==> src/rtl/cache_drain_engine_pkg.sv <==
// Shared definitions for the MEM-stage cache drain engine: state encoding,
// the drain opcode and the default cache geometry.
package cache_drain_engine_pkg;

  localparam logic [6:0] DRAIN_OPCODE = 7'h7f;

  localparam int unsigned DEF_NUM_LINES = 4;
  localparam int unsigned DEF_LINE_W    = 128;
  localparam int unsigned DEF_TAG_W     = 26;

  typedef logic [DEF_LINE_W-1:0] cache_line_t;

  typedef enum logic [2:0] {
    ST_IDLE   = 3'd0,
    ST_READ   = 3'd1,
    ST_CHECK  = 3'd2,
    ST_WRITE  = 3'd3,
    ST_UPDATE = 3'd4,
    ST_DONE   = 3'd5
  } drain_state_t;

  // A single-line cache still needs a 1-bit index so ports never collapse.
  function automatic int unsigned idx_width(input int unsigned lines);
    return (lines > 1) ? $clog2(lines) : 1;
  endfunction

endpackage

==> src/rtl/drain_addr_gen.sv <==
// Line index walker with terminal-count flag and the registered write-back
// address {tag, index, zero byte offset}.
module drain_addr_gen #(
  parameter  int unsigned NUM_LINES = 4,
  parameter  int unsigned TAG_W     = 26,
  parameter  int unsigned IDX_W     = 2,
  parameter  int unsigned OFF_W     = 4,
  localparam int unsigned ADDR_W    = TAG_W + IDX_W + OFF_W
) (
  input  logic              clk_i,
  input  logic              rst_ni,
  input  logic              clr_i,
  input  logic              inc_i,
  input  logic              load_i,
  input  logic [TAG_W-1:0]  tag_i,
  output logic [IDX_W-1:0]  idx_o,
  output logic              last_o,
  output logic [ADDR_W-1:0] addr_o
);

  localparam logic [IDX_W-1:0] LAST_IDX = IDX_W'(NUM_LINES - 1);

  logic [IDX_W-1:0]  idx_q, idx_d;
  logic [ADDR_W-1:0] addr_q, addr_d;

  // Next index and next captured address.
  always_comb begin
    idx_d  = idx_q;
    addr_d = addr_q;
    if (clr_i) begin
      idx_d = {IDX_W{1'b0}};
    end else if (inc_i) begin
      idx_d = idx_q + IDX_W'(1'b1);
    end else begin
      idx_d = idx_q;
    end
    if (load_i) begin
      addr_d = {tag_i, idx_q, {OFF_W{1'b0}}};
    end else begin
      addr_d = addr_q;
    end
  end

  // Index and address registers.
  always_ff @(posedge clk_i or negedge rst_ni) begin
    if (!rst_ni) begin
      idx_q  <= {IDX_W{1'b0}};
      addr_q <= {ADDR_W{1'b0}};
    end else begin
      idx_q  <= idx_d;
      addr_q <= addr_d;
    end
  end

  assign idx_o  = idx_q;
  assign last_o = (idx_q == LAST_IDX);
  assign addr_o = addr_q;

endmodule

==> src/rtl/cache_drain_engine.sv <==
// Drain/flush controller: walks every cache line, writes valid+dirty lines
// back to memory and optionally invalidates, stalling the pipeline meanwhile.
module cache_drain_engine
  import cache_drain_engine_pkg::*;
#(
  parameter  int unsigned NUM_LINES = DEF_NUM_LINES,
  parameter  int unsigned LINE_W    = DEF_LINE_W,
  parameter  int unsigned TAG_W     = DEF_TAG_W,
  localparam int unsigned IDX_W     = idx_width(NUM_LINES),
  localparam int unsigned OFF_W     = $clog2(LINE_W / 8),
  localparam int unsigned ADDR_W    = TAG_W + IDX_W + OFF_W,
  localparam int unsigned CNT_W     = $clog2(NUM_LINES + 1)
) (
  input  logic              clock,
  input  logic              reset,
  input  logic              start,
  input  logic              invalidate,
  output logic              busy,
  output logic              stall,
  output logic              done,
  output logic [IDX_W-1:0]  line_idx,
  output logic              tag_rd_en,
  input  logic              tag_rd_valid,
  input  logic              tag_rd_dirty,
  input  logic [TAG_W-1:0]  tag_rd_tag,
  input  logic [LINE_W-1:0] data_rd_line,
  output logic              line_wr_en,
  output logic              line_wr_valid,
  output logic              line_wr_dirty,
  output logic              mem_req,
  output logic [ADDR_W-1:0] mem_addr,
  output logic [LINE_W-1:0] mem_wdata,
  input  logic              mem_ready,
  output logic [CNT_W-1:0]  lines_written
);

  drain_state_t      state_q, state_d;
  logic              mode_q, mode_d;
  logic [CNT_W-1:0]  cnt_q, cnt_d;
  logic [LINE_W-1:0] data_q, data_d;

  logic idx_clr_s, idx_inc_s, addr_load_s, idx_last_s;

  logic busy_q, done_q, rd_en_q, wr_en_q, wr_valid_q, req_q;

  drain_addr_gen #(
    .NUM_LINES (NUM_LINES),
    .TAG_W     (TAG_W),
    .IDX_W     (IDX_W),
    .OFF_W     (OFF_W)
  ) u_drain_addr_gen (
    .clk_i  (clock),
    .rst_ni (reset),
    .clr_i  (idx_clr_s),
    .inc_i  (idx_inc_s),
    .load_i (addr_load_s),
    .tag_i  (tag_rd_tag),
    .idx_o  (line_idx),
    .last_o (idx_last_s),
    .addr_o (mem_addr)
  );

  // Next-state logic; "advance" either finishes on the last line or steps the index.
  always_comb begin
    state_d     = state_q;
    mode_d      = mode_q;
    cnt_d       = cnt_q;
    data_d      = data_q;
    idx_clr_s   = 1'b0;
    idx_inc_s   = 1'b0;
    addr_load_s = 1'b0;
    case (state_q)
      ST_IDLE: begin
        if (start) begin
          state_d   = ST_READ;
          mode_d    = invalidate;
          cnt_d     = {CNT_W{1'b0}};
          idx_clr_s = 1'b1;
        end else begin
          state_d = ST_IDLE;
        end
      end
      ST_READ: begin
        state_d = ST_CHECK;
      end
      ST_CHECK: begin
        if (tag_rd_valid && tag_rd_dirty) begin
          state_d     = ST_WRITE;
          addr_load_s = 1'b1;
          data_d      = data_rd_line;
        end else if (tag_rd_valid && mode_q) begin
          state_d = ST_UPDATE;
        end else if (idx_last_s) begin
          state_d = ST_DONE;
        end else begin
          idx_inc_s = 1'b1;
          state_d   = ST_READ;
        end
      end
      ST_WRITE: begin
        if (mem_ready) begin
          cnt_d   = cnt_q + CNT_W'(1'b1);
          state_d = ST_UPDATE;
        end else begin
          state_d = ST_WRITE;
        end
      end
      ST_UPDATE: begin
        if (idx_last_s) begin
          state_d = ST_DONE;
        end else begin
          idx_inc_s = 1'b1;
          state_d   = ST_READ;
        end
      end
      ST_DONE: begin
        state_d = ST_IDLE;
      end
      default: begin
        state_d = ST_IDLE;
      end
    endcase
  end

  // State, captured mode, write-back counter and line data registers.
  always_ff @(posedge clock or negedge reset) begin
    if (!reset) begin
      state_q <= ST_IDLE;
      mode_q  <= 1'b0;
      cnt_q   <= {CNT_W{1'b0}};
      data_q  <= {LINE_W{1'b0}};
    end else begin
      state_q <= state_d;
      mode_q  <= mode_d;
      cnt_q   <= cnt_d;
      data_q  <= data_d;
    end
  end

  // Outputs are registered from the next state so they line up with state_q.
  always_ff @(posedge clock or negedge reset) begin
    if (!reset) begin
      busy_q     <= 1'b0;
      done_q     <= 1'b0;
      rd_en_q    <= 1'b0;
      wr_en_q    <= 1'b0;
      wr_valid_q <= 1'b0;
      req_q      <= 1'b0;
    end else begin
      busy_q     <= (state_d != ST_IDLE);
      done_q     <= (state_d == ST_DONE);
      rd_en_q    <= (state_d == ST_READ);
      wr_en_q    <= (state_d == ST_UPDATE);
      wr_valid_q <= (state_d == ST_UPDATE) && !mode_d;
      req_q      <= (state_d == ST_WRITE);
    end
  end

  assign busy          = busy_q;
  assign stall         = busy_q;
  assign done          = done_q;
  assign tag_rd_en     = rd_en_q;
  assign line_wr_en    = wr_en_q;
  assign line_wr_valid = wr_valid_q;
  assign line_wr_dirty = 1'b0;
  assign mem_req       = req_q;
  assign mem_wdata     = data_q;
  assign lines_written = cnt_q;

endmodule
==> config.mk <==
export PLATFORM = sky130hd
export DESIGN_NAME = cache_drain_engine
export DESIGN_NICKNAME = d
export VERILOG_FILES = /design/src/rtl/cache_drain_engine_pkg.sv /design/src/rtl/drain_addr_gen.sv /design/src/rtl/cache_drain_engine.sv
export SDC_FILE = /design/constraint.sdc
export NUM_CORES = 1
export LEC_CHECK = 0
export CAP_MARGIN = 40
export CORE_AREA = 3 3 134 136
export CTS_CLUSTER_SIZE = 28
export DETAILED_ROUTE_END_ITERATION = 7
export DIE_AREA = 0 0 137 139
export HOLD_SLACK_MARGIN = 0.06
export PLACE_DENSITY = 0.79
export SKIP_CTS_REPAIR_TIMING = 1
export SLEW_MARGIN = 40
export SYNTH_ARGS = -nofsm -noshare
export SYNTH_HDL_FRONTEND = slang
export SYNTH_SLANG_ARGS = --single-unit
==> constraint.sdc <==
create_clock -name clock -period 2.05 [get_ports clock]
set_input_delay 0.615 -clock clock [delete_from_list [all_inputs] [get_ports clock]]
set_output_delay 0.615 -clock clock [all_outputs]
set_load 0.02 [all_outputs]
==> summary.txt, run 1 <==
Pwr
  • Cell leakage power: 5.53 nW
  • Worst VDD drop: 0.718 mV
  • Pwr Total: 16.9 mW
  • PD cells: 1530 mW/mm2

Critical path
  • CP startpoint: mem_wdata[92]$_DFFE_PN0P_
  • Crit Reg-Reg Startpoint: state_q[2]$_DFF_PN0_
  • CP required: 1.43 ns
  • Critical path type: reg -> out
  • Critical path cell sequence: clkdlybuf4s50_1
  • Worst Path Buf+Inv: 1
  • Crit-path max FO: 2
  • Crit path max-delay family: buffers and inverters
  • Slowest stage delay, CP: 0.62 ns
  • Worst path slowest cell: clkdlybuf4s50_1
  • Type of origin of the critical path: flop
  • Critical path data arrival time: 1.39 ns
  • Element type at the critical path end: output port

Floorplan
  • Die width: 137 um
  • Rows: 48
  • CORE AREA: 0.0171 mm2
  • Initial Util: 0.394
  • Die Span Y: 139 um
  • Num ports: 334
  • Die ar.: 0.0190 mm2

Yosys
  • Yosys Warn Count: 0
  • Area fraction of the dominant cell type after synthesis: 0.637
  • Synthesized instance count: 411
  • Seq cells post-synth: 171
  • Post-Syn Area: 0.00672 mm2
  • Unique masters post-synth: 44
  • Top cells by area, synth: dfrtp_1 64%, mux2_1 23%, mux2_2 2.8%, buf_8 2.2%, buf_4 1.0%
  • Post-Syn Area per Cell: 16.4 um2
  • Dominant cell type by area after synthesis: dfrtp_1
  • Post-synthesis sequential area ratio: 0.637

Clocking
  • Clock latency on the worst-skew pair: 0.42 ns
  • CTS tree: yes
  • CTS Buffer Depth: 2
  • H-tree levels: 4
  • CTS Buf Count: 17
  • Clock-pin transition on the worst setup and hold timing paths: 0.07 ns
  • Clk Tree Root Cell: clkbuf_16
  • CTS sink cnt: 171

Global route
  • Initial antenna violation count: 0
  • Largest net degree at the start of global routing: 61
  • Tot GR Track Use: 0.190
  • Vias in the first global route: 5197
  • First-pass GRT wire length: 28100 um
  • GRT overflow: 0

Timing
  • Pins Over Slew Limit: 0
  • Endpoints failing setup: 0
  • Fin crit period: 2.01 ns
  • Crit share post-route: 0.979
  • Final Hold Viols: 0
  • Setup Skew: 0.0100 ns
  • Fin Hold WS: 0.117 ns
  • Fmax: 498 MHz
  • Final TNS setup: 0 ns

Finish
  • # diodes: 0
  • Final Core Density: 0.650
  • Area growth, synth to finish: 64.9%
  • Share of layout cells above drive strength 1: 0.104
  • Nets: 926

Route
  • DRT iter0 DRCs: 154
  • DRT Pass-1 Iters: 4
  • Drt via density: 4.75
  • Via count: 4751
  • Avg WL per Cell: 18.5 um
  • Total wire length: 18500 um
  • Detail Route Antenna Nets: 0
  • DRC viols: 0

Placed design
  • Port Buffer Count: 328
  • RePlAce Congestion: 0.876
  • Detail Placement HPWL: 14000 um

Hold path
  • Worst hold-check path type: in -> async

Run status
  • Status: complete, no violations

Job
  • Max_cap viols: 0
[final timing paths]
kind	to	slack (ns)	depth (start not counted)
min in group clock	mem_wdata[13]$_DFFE_PN0P_	0.48	1
worst max-delay path	mem_wdata[92]	0.04	1
worst min register to register	mem_wdata[13]$_DFFE_PN0P_	0.48	1
worst min-delay path	line_wr_en$_DFF_PN0_	0.12	1
max in group asynchronous	mem_wdata[54]$_DFFE_PN0P_	1.32	2
worst max register to register	mem_wdata[99]$_DFFE_PN0P_	0.14	4
[through the flow]
| step | worst slack, ns | cell area (um2) | instances |
|---|---|---|---|
| after floorplan | 0.350 | 6740 | 415 |
| after CTS | -0.0884 | 10900 | 1001 |
| final | 0.0437 | 11100 | 1001 |
| after detailed placement | -0.219 | 10300 | 969 |
| after global placement | -0.172 | 10300 | 969 |
| after global routing | -0.00559 | 11100 | 1001 |
[final cells by class]
| cell class | instances | area [um2] |
|---|---|---|
| tap | 225 | 282 |
| timing repair buffer | 356 | 3790 |
| sequential | 171 | 4280 |
| multi-input combinational | 215 | 2150 |
| fill | 1268 | 5970 |
| inverter | 2 | 7.51 |
| clock buffer | 19 | 443 |
| clock inverter | 13 | 131 |
[synth_stat cells, drive strengths merged]
library cell / n
a22o: 1
xor2: 1
nand4: 1
a21oi: 4
nor2b: 1
and3b: 1
o31a: 1
inv: 2
nand3b: 2
and4b: 1
a22oi: 1
and2b: 1
nand3: 3
o22ai: 1
or3b: 1
o31ai: 1
a211oi: 1
and3: 1
buf: 26
or4: 1
nor2: 4
nor3b: 1
nand2: 6
and2: 3
clkbuf: 1
or2: 1
a21bo: 1
o21ai: 3
conb: 1
mux2: 157
a2bb2oi: 1
nand4b: 1
ha: 2
dfrtp: 171
nor3: 2
mux2i: 1
nor4b: 1
o21bai: 1
a221oi: 1
[placed cells by master, fill, tap and decap left out, types with 2 or more instances in the layout]
| master | netlist | routed |
|---|---|---|
| dlymetal6s2s_1 | 0 | 77 |
| mux2_1 | 140 | 140 |
| clkinv_4 | 0 | 4 |
| inv_6 | 0 | 4 |
| nand2_1 | 6 | 6 |
| inv_1 | 2 | 2 |
| clkinvlp_4 | 0 | 2 |
| clkbuf_16 | 0 | 17 |
| dfrtp_1 | 171 | 171 |
| o21ai_0 | 3 | 3 |
| nor3_1 | 2 | 2 |
| conb_1 | 1 | 5 |
| a21oi_1 | 4 | 4 |
| nand3_1 | 3 | 3 |
| mux2_2 | 17 | 17 |
| clkdlybuf4s50_1 | 0 | 250 |
| and2_1 | 3 | 3 |
| ha_1 | 2 | 2 |
| buf_4 | 9 | 20 |
| nand3b_1 | 2 | 2 |
| nor2_1 | 4 | 4 |
| buf_12 | 1 | 8 |
[registers in the layout, indices dropped and copies added, names as in the netlist]
| register | cells |
|---|---|
| tag_rd_en | 1 |
| mem_req | 1 |
| state_q | 3 |
| busy | 1 |
| done | 1 |
| mode_q | 1 |
| lines_written | 3 |
| mem_wdata | 128 |
| line_wr_valid | 1 |
| u_drain_addr_gen.addr_o | 28 |
| u_drain_addr_gen.idx_o | 2 |
| line_wr_en | 1 |
[report_power, final]
part           total (mW)  internal (mW)  leakage (nW)  switching [mW]
combinational        7.95           4.08          3.17            3.88
sequential           5.83           5.01          2.09           0.827
clock                3.12           1.74         0.277            1.39
total                16.9           10.8          5.53            6.09
[routing by layer]
metal / vias to the layer above / GRT usage / part of all wire / wire [um]
met2: 229 / 0.336 / 0.53 / 9820
met5: - / 0 / 0 / 0
met1: 2337 / 0.206 / 0.35 / 6500
met4: 0 / 0.0699 / 0.027 / 500
met3: 38 / 0.0718 / 0.092 / 1690
li1: 2147 / - / - / -
[cells by family (layout without fill, tap and decap cells)]
family | Yosys count | after routing | share of synthesized area
DFF | 171 | 171 | 0.637
xor gates and xnor gates | 1 | 1 | 0.00130
and+or+nand+nor | 32 | 32 | 0.0298
other | 1 | 5 | 0.000558
buffers and inverters | 29 | 390 | 0.0462
muxes | 158 | 158 | 0.265
adders and majority gates | 2 | 2 | 0.00372
AOI/OAI and AO/OA | 17 | 17 | 0.0173
Power figures use the tool's default switching activity.
==> inputs of run 2 (changes only) <==
--- a/config.mk
+++ b/config.mk
@@ -10,8 +10,9 @@
 export CTS_CLUSTER_SIZE = 28
 export DETAILED_ROUTE_END_ITERATION = 7
 export DIE_AREA = 0 0 137 139
+export DONT_BUFFER_PORTS = 1
 export HOLD_SLACK_MARGIN = 0.06
-export PLACE_DENSITY = 0.79
+export MAX_ROUTING_LAYER = met4
 export SKIP_CTS_REPAIR_TIMING = 1
 export SLEW_MARGIN = 40
 export SYNTH_ARGS = -nofsm -noshare
==> run 2 against run 1 <==
Net effect: the run now ends with hold timing left; critical path depth is 3 higher; die area unchanged; sequential share of layout area is 19 points higher; critical endpoint is now mem_wdata[17]$_DFFE_PN0P_; largest power group is now sequential cells; highest routed layer unchanged.
==> summary.txt, run 2 (synthesis gave the netlist of run 1 again) <==
Route
  • Detail Route Antenna Nets: 0
  • DRC viols: 0
  • DRT Pass-1 Iters: 4
  • Via count: 3311
  • Total wire length: 13900 um
  • Avg WL per Cell: 21.4 um
  • DRT iter0 DRCs: 107
  • Drt via density: 5.09

Critical path
  • Type of origin of the critical path: flop
  • Worst path slowest cell: dfrtp_1
  • Critical path data arrival time: 2.13 ns
  • Crit Reg-Reg Startpoint: state_q[2]$_DFF_PN0_
  • Worst Reg-to-Reg Cells: 4
  • Slowest stage delay, CP: 0.39 ns
  • Crit-path max FO: 73
  • Element type at the critical path end: flop
  • CP startpoint: state_q[2]$_DFF_PN0_
  • FF-to-FF End: mem_wdata[17]$_DFFE_PN0P_
  • Critical path cell sequence: nor3b_2 -> and3_4 -> buf_12 -> mux2_1
  • Critical path type: reg -> reg
  • Crit path max-delay family: simple AND/OR/NAND/NOR gates
  • FF-to-FF setup slack: 0.20 ns
  • Worst Path Buf+Inv: 1
  • CP required: 2.33 ns

Clocking
  • CTS Buffer Depth: 2
  • CTS sink cnt: 171
  • CTS tree: yes
  • CTS Buf Count: 17
  • Clk Tree Root Cell: clkbuf_16
  • H-tree levels: 4
  • Clock latency on the worst-skew pair: 0.40 ns
  • Clock-pin transition on the worst setup and hold timing paths: 0.06 ns

Finish
  • Fin area: 0.00742 mm2
  • Area growth, synth to finish: 10.4%
  • Most common cell after layout, fill and taps aside: dfrtp_1
  • Nets: 578
  • Max reg flops: 128
  • Final Core Density: 0.435
  • # diodes: 0
  • Most frequent cells in the layout: 171 x dfrtp_1, 140 x mux2_1, 17 x mux2_2, 17 x clkbuf_16, 6 x nand2_1
  • Share of layout cells above drive strength 1: 0.138

Timing
  • Fin crit period: 1.85 ns
  • Final Hold Viols: 171
  • Setup Skew: 0.00602 ns
  • Crit share post-route: 0.904
  • Fin Hold WS: -0.0998 ns
  • Endpoints failing setup: 0
  • Pins Over Slew Limit: 0
  • Final TNS setup: 0 ns
  • RSZ-0062 raised after global routing: false
  • Fmax: 540 MHz

Global route
  • Busiest grt layer: met2
  • Tot GR Track Use: 0.147
  • Vias in the first global route: 3645
  • First-pass GRT wire length: 21100 um
  • Largest net degree at the start of global routing: 172
  • Met3 GRT Util: 0.0577
  • Met2 Usage GRT: 0.248
  • M1 GR Usage: 0.159
  • GRT overflow: 0
  • Initial antenna violation count: 0

Pwr
  • Pwr Total: 13.5 mW
  • PD cells: 1820 mW/mm2
  • Cell leakage power: 3.28 nW
  • Worst VDD drop: 0.648 mV

Placed design
  • Detail Placement HPWL: 10400 um
  • Placed instance area: 0.00682 mm2
  • RePlAce Congestion: 0.776
  • Port Buffer Count: 0

Floorplan
  • Rows: 48
  • Die ar.: 0.0190 mm2
  • Num ports: 334
  • Die Span Y: 139 um
  • CORE AREA: 0.0171 mm2
  • Die width: 137 um
  • Initial Util: 0.394

Run status
  • Status: complete, but fails checks
  • Violated checks: hold timing

Job
  • Max_cap viols: 0

Hold path
  • Worst hold-check path type: in -> async
[run 2: worst max path at each step]
stage,end,slack [ns],cells after the start
after floorplan,mem_wdata[42]$_DFFE_PN0P_,0.35,7
after global placement,u_drain_addr_gen.addr_o[27]$_DFFE_PN0P_,0.27,4
after detailed placement,mem_wdata[17]$_DFFE_PN0P_,0.22,4
after CTS,mem_wdata[17]$_DFFE_PN0P_,0.21,4
after global routing,mem_wdata[20]$_DFFE_PN0P_,0.08,4
final,mem_wdata[17]$_DFFE_PN0P_,0.20,4
[run 2: layout make-up]
cell class                      count  area, um2
Fill cell                        1569       9640
Clock buffer                       18        439
Multi-Input combinational cell    215       2150
Clock inverter                     12        163
Sequential cell                   171       4280
Inverter                            2       7.51
Timing Repair Buffer                8       97.6
Tap cell                          225        282
[run 2: power by group]
part           switching (mW)  internal (mW)  total, mW
Clock                    1.30           1.95       3.25
Combinational           0.836           1.19       2.03
Sequential               3.21           5.00       8.21
Total                    5.34           8.15       13.5
[run 2: metrics by stage]
stage                     hold slack [ns]  worst slack, ns  cells
after detailed placement            0.325            0.217    621
after floorplan                     0.319            0.350    415
after global placement              0.325            0.274    621
final                             -0.0998            0.197    651
after CTS                          -0.132            0.209    651
after global routing               -0.137           0.0817    651
[run 2: layer usage]
layer	vias up	part of all wire	wire [um]
met3	15	0.099	1380
met1	1683	0.35	4880
met5	-	0	0
li1	1445	-	-
met2	168	0.54	7450
met4	0	0.014	199
